<file path="config.mk">
export PLATFORM = sky130hd
export DESIGN_NAME = axil_rr_arbiter
export DESIGN_NICKNAME = d
export VERILOG_FILES = /design/src/rtl/axil_rr_arbiter.sv
export SDC_FILE = /design/constraint.sdc
export NUM_CORES = 1
export LEC_CHECK = 0
export CAP_MARGIN = 20
export CORE_AREA = 4 4 177 179
export DETAILED_ROUTE_END_ITERATION = 6
export DIE_AREA = 0 0 181 183
export PLACE_DENSITY = 0.51
export SLEW_MARGIN = 20
export SYNTH_ARGS = -nofsm -noshare
export SYNTH_HDL_FRONTEND = slang
export SYNTH_SLANG_ARGS = --single-unit
</file>
<file path="constraint.sdc">
create_clock -name aclk -period 5.3 [get_ports aclk]
set_input_delay 1.06 -clock aclk [delete_from_list [all_inputs] [get_ports aclk]]
set_output_delay 1.06 -clock aclk [all_outputs]
set_load 0.05 [all_outputs]
</file>
<file path="src/rtl/axil_rr_arbiter.sv">
// axil_rr_arbiter
// Shares one AXI4-Lite slave (main memory) between two masters: the CPU and
// the GraphicSystem. Round-robin arbitration with one transaction in flight.
//
// Ports:
//   aclk, aresetn      clock (rising edge), asynchronous active-low reset
//   s_axil_*           master-side channels, master i in slice i (0=CPU, 1=GS)
//   m_axil_*           slave-side channels
//   grant              one-hot current owner, 0 when idle
//   busy               high while a transaction is in flight
module axil_rr_arbiter #(
    parameter int ADDR_WIDTH = 32,
    parameter int DATA_WIDTH = 32,
    parameter int STRB_WIDTH = DATA_WIDTH / 8
) (
    input  logic                      aclk,
    input  logic                      aresetn,
    // master side
    input  logic [2*ADDR_WIDTH-1:0]   s_axil_awaddr,
    input  logic [5:0]                s_axil_awprot,
    input  logic [1:0]                s_axil_awvalid,
    output logic [1:0]                s_axil_awready,
    input  logic [2*DATA_WIDTH-1:0]   s_axil_wdata,
    input  logic [2*STRB_WIDTH-1:0]   s_axil_wstrb,
    input  logic [1:0]                s_axil_wvalid,
    output logic [1:0]                s_axil_wready,
    output logic [3:0]                s_axil_bresp,
    output logic [1:0]                s_axil_bvalid,
    input  logic [1:0]                s_axil_bready,
    input  logic [2*ADDR_WIDTH-1:0]   s_axil_araddr,
    input  logic [5:0]                s_axil_arprot,
    input  logic [1:0]                s_axil_arvalid,
    output logic [1:0]                s_axil_arready,
    output logic [2*DATA_WIDTH-1:0]   s_axil_rdata,
    output logic [3:0]                s_axil_rresp,
    output logic [1:0]                s_axil_rvalid,
    input  logic [1:0]                s_axil_rready,
    // slave side
    output logic [ADDR_WIDTH-1:0]     m_axil_awaddr,
    output logic [2:0]                m_axil_awprot,
    output logic                      m_axil_awvalid,
    input  logic                      m_axil_awready,
    output logic [DATA_WIDTH-1:0]     m_axil_wdata,
    output logic [STRB_WIDTH-1:0]     m_axil_wstrb,
    output logic                      m_axil_wvalid,
    input  logic                      m_axil_wready,
    input  logic [1:0]                m_axil_bresp,
    input  logic                      m_axil_bvalid,
    output logic                      m_axil_bready,
    output logic [ADDR_WIDTH-1:0]     m_axil_araddr,
    output logic [2:0]                m_axil_arprot,
    output logic                      m_axil_arvalid,
    input  logic                      m_axil_arready,
    input  logic [DATA_WIDTH-1:0]     m_axil_rdata,
    input  logic [1:0]                m_axil_rresp,
    input  logic                      m_axil_rvalid,
    output logic                      m_axil_rready,
    // status
    output logic [1:0]                grant,
    output logic                      busy
);

    typedef enum logic [2:0] {IDLE, WR, WR_RESP, RD_ADDR, RD_DATA} state_t;

    state_t state_q, state_d;
    logic   owner_q, owner_d;
    logic   ptr_q, ptr_d;
    logic   aw_done_q, aw_done_d;
    logic   w_done_q, w_done_d;

    // Owner-selected view of the master-side inputs
    logic [ADDR_WIDTH-1:0] own_awaddr, own_araddr;
    logic [2:0]            own_awprot, own_arprot;
    logic [DATA_WIDTH-1:0] own_wdata;
    logic [STRB_WIDTH-1:0] own_wstrb;
    logic                  own_awvalid, own_wvalid, own_arvalid;
    logic                  own_bready, own_rready;

    assign own_awaddr  = owner_q ? s_axil_awaddr[2*ADDR_WIDTH-1:ADDR_WIDTH] : s_axil_awaddr[ADDR_WIDTH-1:0];
    assign own_araddr  = owner_q ? s_axil_araddr[2*ADDR_WIDTH-1:ADDR_WIDTH] : s_axil_araddr[ADDR_WIDTH-1:0];
    assign own_awprot  = owner_q ? s_axil_awprot[5:3] : s_axil_awprot[2:0];
    assign own_arprot  = owner_q ? s_axil_arprot[5:3] : s_axil_arprot[2:0];
    assign own_wdata   = owner_q ? s_axil_wdata[2*DATA_WIDTH-1:DATA_WIDTH] : s_axil_wdata[DATA_WIDTH-1:0];
    assign own_wstrb   = owner_q ? s_axil_wstrb[2*STRB_WIDTH-1:STRB_WIDTH] : s_axil_wstrb[STRB_WIDTH-1:0];
    assign own_awvalid = s_axil_awvalid[owner_q];
    assign own_wvalid  = s_axil_wvalid[owner_q];
    assign own_arvalid = s_axil_arvalid[owner_q];
    assign own_bready  = s_axil_bready[owner_q];
    assign own_rready  = s_axil_rready[owner_q];

    // Owner-side return signals before they are steered to the right slice
    logic                  awready_own, wready_own, arready_own;
    logic                  bvalid_own, rvalid_own;
    logic [1:0]            bresp_own, rresp_own;
    logic [DATA_WIDTH-1:0] rdata_own;

    // State register; reset abandons any in-flight transaction immediately
    always_ff @(posedge aclk or negedge aresetn) begin
        if (!aresetn) begin
            state_q   <= IDLE;
            owner_q   <= 1'b0;
            ptr_q     <= 1'b0;
            aw_done_q <= 1'b0;
            w_done_q  <= 1'b0;
        end else begin
            state_q   <= state_d;
            owner_q   <= owner_d;
            ptr_q     <= ptr_d;
            aw_done_q <= aw_done_d;
            w_done_q  <= w_done_d;
        end
    end

    // Channel muxing: only the channel(s) of the current phase are opened,
    // everything else is held at zero. AW/W are masked once their beat has
    // been accepted so the slave never sees a duplicate beat.
    always_comb begin
        m_axil_awaddr  = '0;
        m_axil_awprot  = '0;
        m_axil_awvalid = 1'b0;
        m_axil_wdata   = '0;
        m_axil_wstrb   = '0;
        m_axil_wvalid  = 1'b0;
        m_axil_bready  = 1'b0;
        m_axil_araddr  = '0;
        m_axil_arprot  = '0;
        m_axil_arvalid = 1'b0;
        m_axil_rready  = 1'b0;
        awready_own    = 1'b0;
        wready_own     = 1'b0;
        arready_own    = 1'b0;
        bvalid_own     = 1'b0;
        bresp_own      = '0;
        rvalid_own     = 1'b0;
        rresp_own      = '0;
        rdata_own      = '0;
        unique case (state_q)
            WR: begin
                m_axil_awaddr  = own_awaddr;
                m_axil_awprot  = own_awprot;
                m_axil_awvalid = own_awvalid & ~aw_done_q;
                m_axil_wdata   = own_wdata;
                m_axil_wstrb   = own_wstrb;
                m_axil_wvalid  = own_wvalid & ~w_done_q;
                awready_own    = m_axil_awready & ~aw_done_q;
                wready_own     = m_axil_wready & ~w_done_q;
            end
            WR_RESP: begin
                m_axil_bready = own_bready;
                bvalid_own    = m_axil_bvalid;
                bresp_own     = m_axil_bresp;
            end
            RD_ADDR: begin
                m_axil_araddr  = own_araddr;
                m_axil_arprot  = own_arprot;
                m_axil_arvalid = own_arvalid;
                arready_own    = m_axil_arready;
            end
            RD_DATA: begin
                m_axil_rready = own_rready;
                rvalid_own    = m_axil_rvalid;
                rresp_own     = m_axil_rresp;
                rdata_own     = m_axil_rdata;
            end
            default: ;
        endcase
    end

    // Steer return signals to the owner's slice; the other master sees zeros
    assign s_axil_awready = owner_q ? {awready_own, 1'b0} : {1'b0, awready_own};
    assign s_axil_wready  = owner_q ? {wready_own, 1'b0}  : {1'b0, wready_own};
    assign s_axil_arready = owner_q ? {arready_own, 1'b0} : {1'b0, arready_own};
    assign s_axil_bvalid  = owner_q ? {bvalid_own, 1'b0}  : {1'b0, bvalid_own};
    assign s_axil_rvalid  = owner_q ? {rvalid_own, 1'b0}  : {1'b0, rvalid_own};
    assign s_axil_bresp   = owner_q ? {bresp_own, 2'b00}  : {2'b00, bresp_own};
    assign s_axil_rresp   = owner_q ? {rresp_own, 2'b00}  : {2'b00, rresp_own};
    assign s_axil_rdata   = owner_q ? {rdata_own, {DATA_WIDTH{1'b0}}} : {{DATA_WIDTH{1'b0}}, rdata_own};

    assign busy  = (state_q != IDLE);
    assign grant = busy ? (owner_q ? 2'b10 : 2'b01) : 2'b00;

    // Next-state: round-robin pick in IDLE starting at ptr, write beats read
    // within the winner; ptr moves to the other master when a transaction ends.
    always_comb begin
        logic [1:0] req;
        logic       winner;
        logic       aw_hs, w_hs;
        state_d   = state_q;
        owner_d   = owner_q;
        ptr_d     = ptr_q;
        aw_done_d = aw_done_q;
        w_done_d  = w_done_q;
        req       = s_axil_awvalid | s_axil_arvalid;
        winner    = req[ptr_q] ? ptr_q : ~ptr_q;
        aw_hs     = m_axil_awvalid & m_axil_awready;
        w_hs      = m_axil_wvalid & m_axil_wready;
        unique case (state_q)
            IDLE: begin
                if (|req) begin
                    owner_d   = winner;
                    state_d   = s_axil_awvalid[winner] ? WR : RD_ADDR;
                    aw_done_d = 1'b0;
                    w_done_d  = 1'b0;
                end
            end
            WR: begin
                if ((aw_done_q | aw_hs) && (w_done_q | w_hs)) begin
                    state_d   = WR_RESP;
                    aw_done_d = 1'b0;
                    w_done_d  = 1'b0;
                end else begin
                    aw_done_d = aw_done_q | aw_hs;
                    w_done_d  = w_done_q | w_hs;
                end
            end
            WR_RESP: begin
                if (m_axil_bvalid && own_bready) begin
                    state_d = IDLE;
                    ptr_d   = ~owner_q;
                end
            end
            RD_ADDR: begin
                if (own_arvalid && m_axil_arready) begin
                    state_d = RD_DATA;
                end
            end
            RD_DATA: begin
                if (m_axil_rvalid && own_rready) begin
                    state_d = IDLE;
                    ptr_d   = ~owner_q;
                end
            end
            default: state_d = IDLE;
        endcase
    end

endmodule

</file>
Yosys cells after proc, flatten, opt, wreduce, memory -nomap -nowiden
Cells that the tools add are included.
Cells by class
  order comparisons: 3
  equal/unequal tests: 9
  multiplexer cells: 65
  bitwise operators: 13
  reductions and logical operators: 13
Operators by type and width (number)
  32-bit two-way mux: 7
  64-bit two-way mux: 1
  1-bit two-way mux: 30
  3-bit two-way mux: 9
  2-bit two-way mux: 10
  4-bit two-way mux: 4
  3-bit one-hot mux with 5 select lines: 1
  2-bit inequality test, second input constant: 5
  1-bit bitwise AND: 6
  3-bit by 2-bit equality test with 1-bit output, second input constant: 2
  1-bit by 2-bit less-than comparator with 1-bit output, second input constant: 3
  1-bit one-hot mux with 2 select lines: 3
  5-bit AND reduction: 1
  1-bit logical AND: 4
  1-bit inverter: 4
  2-bit AND reduction: 2
  2-bit nonzero test: 2
  3-bit by 1-bit equality test with 1-bit output, second input constant: 1
  3-bit equality test, second input constant: 1
  3-bit zero test: 1
  3-bit AND reduction: 1
  3-bit nonzero test: 1
  1-bit bitwise OR: 2
  2-bit bitwise OR: 1
  2-bit OR reduction: 1
Storage, ports and cells
  register bits after elaboration: 7
  output and inout port bits: 196

Depth between registers and ports, before layout
  word-level depth: 9
  gate-level depth with buffers: 6
  depth with buffers taken out: 5

Worst setup path before layout
Ideal clock, no wire load.
  path type: input to output
  start point: input port m_axil_arready
  end point: output port s_axil_arready[0]
  data arrival time: 2166 ps
  required time: 4240 ps
  setup slack: 2074 ps
  stages on the path: 2
  cell sequence: inv_1 nor3_1
On the way
  word-level cells in the longest chain between the ends: 2
RTL lines
  start, declared: RTL line 53  | input logic m_axil_arready,
  1-bit two-way mux: RTL line 137  | unique case (state_q)
  2-bit two-way mux: RTL line 172  | assign s_axil_arready = owner_q ? {arready_own, 1'b0} : {1'b0, arready_own};
  end, declared: RTL line 33  | output logic [1:0] s_axil_arready,
Every way passes these cells.

Worst setup path after layout
  start point: register owner_q
  end point: output port m_axil_awaddr[29]
On the way
  word-level cells in the longest chain between the ends: 2
RTL lines
  start, declared: RTL line 66  | logic owner_q, owner_d;
  start signal, assigned: RTL line 107  | owner_q <= owner_d;
  32-bit two-way mux: RTL line 79  | assign own_awaddr = owner_q ? s_axil_awaddr[2*ADDR_WIDTH-1:ADDR_WIDTH] : s_axil_awaddr[ADDR_WIDTH-1:0];
  32-bit two-way mux: RTL line 137
  end, declared: RTL line 39  | output logic [ADDR_WIDTH-1:0] m_axil_awaddr,
Every way passes these cells.

==> out/metrics.cfg <==
[status]
run_status = finished, final reports clean

[setup_path]
r2r_cells = 4
cp.arrival_ns = 2.85
timing.critical_path.fanout_max = 64
critical_path.endpoint = m_axil_awaddr[29]
timing.critical_path.required_ns = 4.24
worstSetupStartpoint = owner_q$_DFFE_PN0P_
r2r_end = state_q[1]$_DFFE_PN0P_
crit_path_start_kind = register
worst_r2r_startpoint = state_q[0]$_DFFE_PN0P_
worst_setup_path_end_kind = output pin
reg2reg_slack_ns = 3.02
criticalPathCategory = reg -> out

[clock_tree]
tritoncts_clock_tree = yes
ctsHoldBuffers = 0
cts-resized-gates = 0
clock_tree.root_cell = sky130_fd_sc_hd__clkbuf_16
worstSkewPairLatency_ns = 0.23
cts_buffer_depth = 2
cts-htree-levels = 1
post-cts-setup-buffer-count = 0
cts_num_sinks = 7
clkTransAtPathRegs_ns = 0.04
numCtsBuffers = 3

[cells_and_area]
final_cell_count_no_fill = 1225
seqCellArea_um2 = 178.9
nFillCells = 3221
post_route_cells_drive_above_1_share_pct = 2.281
mostFrequentLayoutCells = sky130_fd_sc_hd__clkdlybuf4s50_1 (460), sky130_fd_sc_hd__nor2_1 (117), sky130_fd_sc_hd__mux2i_1 (107), sky130_fd_sc_hd__and2_1 (42), sky130_fd_sc_hd__and3_1 (41)
area_growth_pct = 185.1
multi_input_gate_area_in_the_final_layout_mm2 = 0.002369
final_common_cell = sky130_fd_sc_hd__clkdlybuf4s50_1
final_nets = 1099

[placed_design]
dp_cells = 1219
detailed_place_hpwl_um = 16980
final_weighted_congestion_in_routability_driven_placement = 0.8412
placement.io_buffers = 460

[grt]
grt_start_max_net_pins = 78
met2_usage_pct = 19.60
grt_overflow_total = 0
grt_util_met1_pct = 13.39
all_layer_global_routing_usage_pct = 10.86
top_usage_layer = met2
grtUsageMet3_pct = 3.074
initial_antenna_violation_count = 0
grt_first_pass_wirelength_um = 28440
grt_pass1_vias = 4535

[logic_synthesis]
syn_nets = 667
synthesis.instances = 402
netlist.area_leader.share_pct = 39.12
synth.avg_cell_area_um2 = 6.810
synth_area_leaders = sky130_fd_sc_hd__mux2i_1 (39%), sky130_fd_sc_hd__nor2_1 (16%), sky130_fd_sc_hd__and2_1 (9.6%), sky130_fd_sc_hd__and3_1 (9.4%), sky130_fd_sc_hd__dfrtp_1 (6.4%)
synth_sequential_area_ratio_pct = 6.399
ys_warn_count = 0
yosys_register_bits = 7
synth.cell_area_mm2 = 0.002738
yosysUniqueCellTypes = 38
synth.largest_area_cell = sky130_fd_sc_hd__mux2i_1

[pwr]
power.static_leakage_nw = 3.070
peak_supply_drop_v = 0.0002201
power_density_mw_per_mm2 = 416.8

[floorplanning]
ios = 461
floorplan.rows = 63
die_w_um = 181
dieArea_mm2 = 0.03312
fp.dieH_um = 183
initial_util_pct = 9.261
coreArea_mm2 = 0.02956

[sta]
slew_headroom_pct = 31.70
setup_viol_count_final = 0
max_slew.worst_pin.slew_ns = 1.024
report.final.slew_viol_count = 0
final_period_minus_worst_setup_slack_ns = 3.911
report.final.hold_viol_count = 0
clock_skew_after_layout_ns = 0.002295
fmax_ghz = 0.2557
setup_repair_after_global_routing_missed_its_margin = false
period_share_pct = 73.79
fin_setup_tns_ns = 0

[job]
number_of_maximum_capacitance_constraint_violations = 0

[route]
via_count = 4470
routed_wl_um = 20190
drt_drc_violations_left = 0
detailedRoute.firstIterationViolations = 147
avgViaCountPerCell = 3.649
drt-wirelength-per-cell_um = 16.48
postRouteAntennaNets = 0
drtPass1Iterations = 4

[hold_path]
min-delay-path-class = reg -> reg

## through the flow
step	power, mW	setup WS [ns]	cell area [µm²]	utilization, %	hold WS (ns)
global placement	3.159	1.232	7721	26.12	0.5263
finish	3.253	1.389	7805	26.40	0.5384
CTS	3.294	1.210	7800	26.39	0.5426
global route	3.429	1.252	7800	26.39	0.5830
floorplan	2.124	2.074	2738	-	0.5050
detailed placement	3.153	1.222	7721	26.12	0.5321
## worst max-delay path, cell delays in order (launching register included)
cell                              delay (ns)
sky130_fd_sc_hd__dfrtp_4                0.99
sky130_fd_sc_hd__buf_12                 0.37
sky130_fd_sc_hd__mux2i_1                0.35
sky130_fd_sc_hd__nor2_1                 0.08
sky130_fd_sc_hd__clkdlybuf4s50_1        0.75
## power by group
group,internal (mW),switching [mW]
clock,0.100,0.0293
sequential,0.0781,0.120
combinational,1.09,1.83
## how the worst min path moves through the flow
stage,depth (start not counted),slack (ns),start,to
after global routing,2,0.58,w_done_q$_DFFE_PN0P_,w_done_q$_DFFE_PN0P_
after floorplan,2,0.51,w_done_q$_DFFE_PN0P_,w_done_q$_DFFE_PN0P_
after detailed placement,2,0.53,w_done_q$_DFFE_PN0P_,w_done_q$_DFFE_PN0P_
after global placement,2,0.53,w_done_q$_DFFE_PN0P_,w_done_q$_DFFE_PN0P_
after CTS,2,0.54,w_done_q$_DFFE_PN0P_,w_done_q$_DFFE_PN0P_
final,2,0.54,w_done_q$_DFFE_PN0P_,w_done_q$_DFFE_PN0P_
## cells in the mapped netlist (all sizes together)
cell    instances
dfrtp           7
nand2           5
nand3           1
nand2b          1
nand4b          1
a31oi           3
nor4            1
mux2            4
a21boi          1
and3           41
clkbuf         22
inv             3
a211oi          2
o22ai           1
a311o           1
and3b           1
or3b            2
a21oi           5
nor3            2
nor2b           1
nor2          118
or4             2
a21o            2
mux2i         107
nor3b           2
o21ai           4
nand3b          2
a31o            1
buf            17
and2           42
## registers in the layout (all words and copies together), names as in the netlist
| register | count |
|---|---|
| state_q | 3 |
| aw_done_q | 1 |
| owner_q | 1 |
| ptr_q | 1 |
| w_done_q | 1 |
## cell type report
class	instances	share of cell area, %
antenna	2	0.06412
clock buffer	4	1.010
inverter	3	0.1443
multi-input combinational	353	30.35
sequential	7	2.292
tap	390	6.252
timing repair buffer	466	59.89
## logic make-up (layout without fill, tap and decap cells)
| kind of cell | Yosys count | in the layout | synth area share, % |
|---|---|---|---|
| DFF | 7 | 7 | 6.399 |
| buffers and inverters | 42 | 473 | 7.358 |
| muxes | 111 | 111 | 40.90 |
| and+or+nand+nor | 222 | 222 | 40.08 |
| AOI/OAI and AO/OA | 20 | 20 | 5.256 |
| other | 0 | 2 | 0 |
## routing by layer
metal	up-vias	part of all wire (%)
met3	13	8.6
li1	2240	-
met4	0	0.76
met1	1984	41
met5	-	0
met2	233	50
No activity file was read; power rests on OpenSTA's default activity.
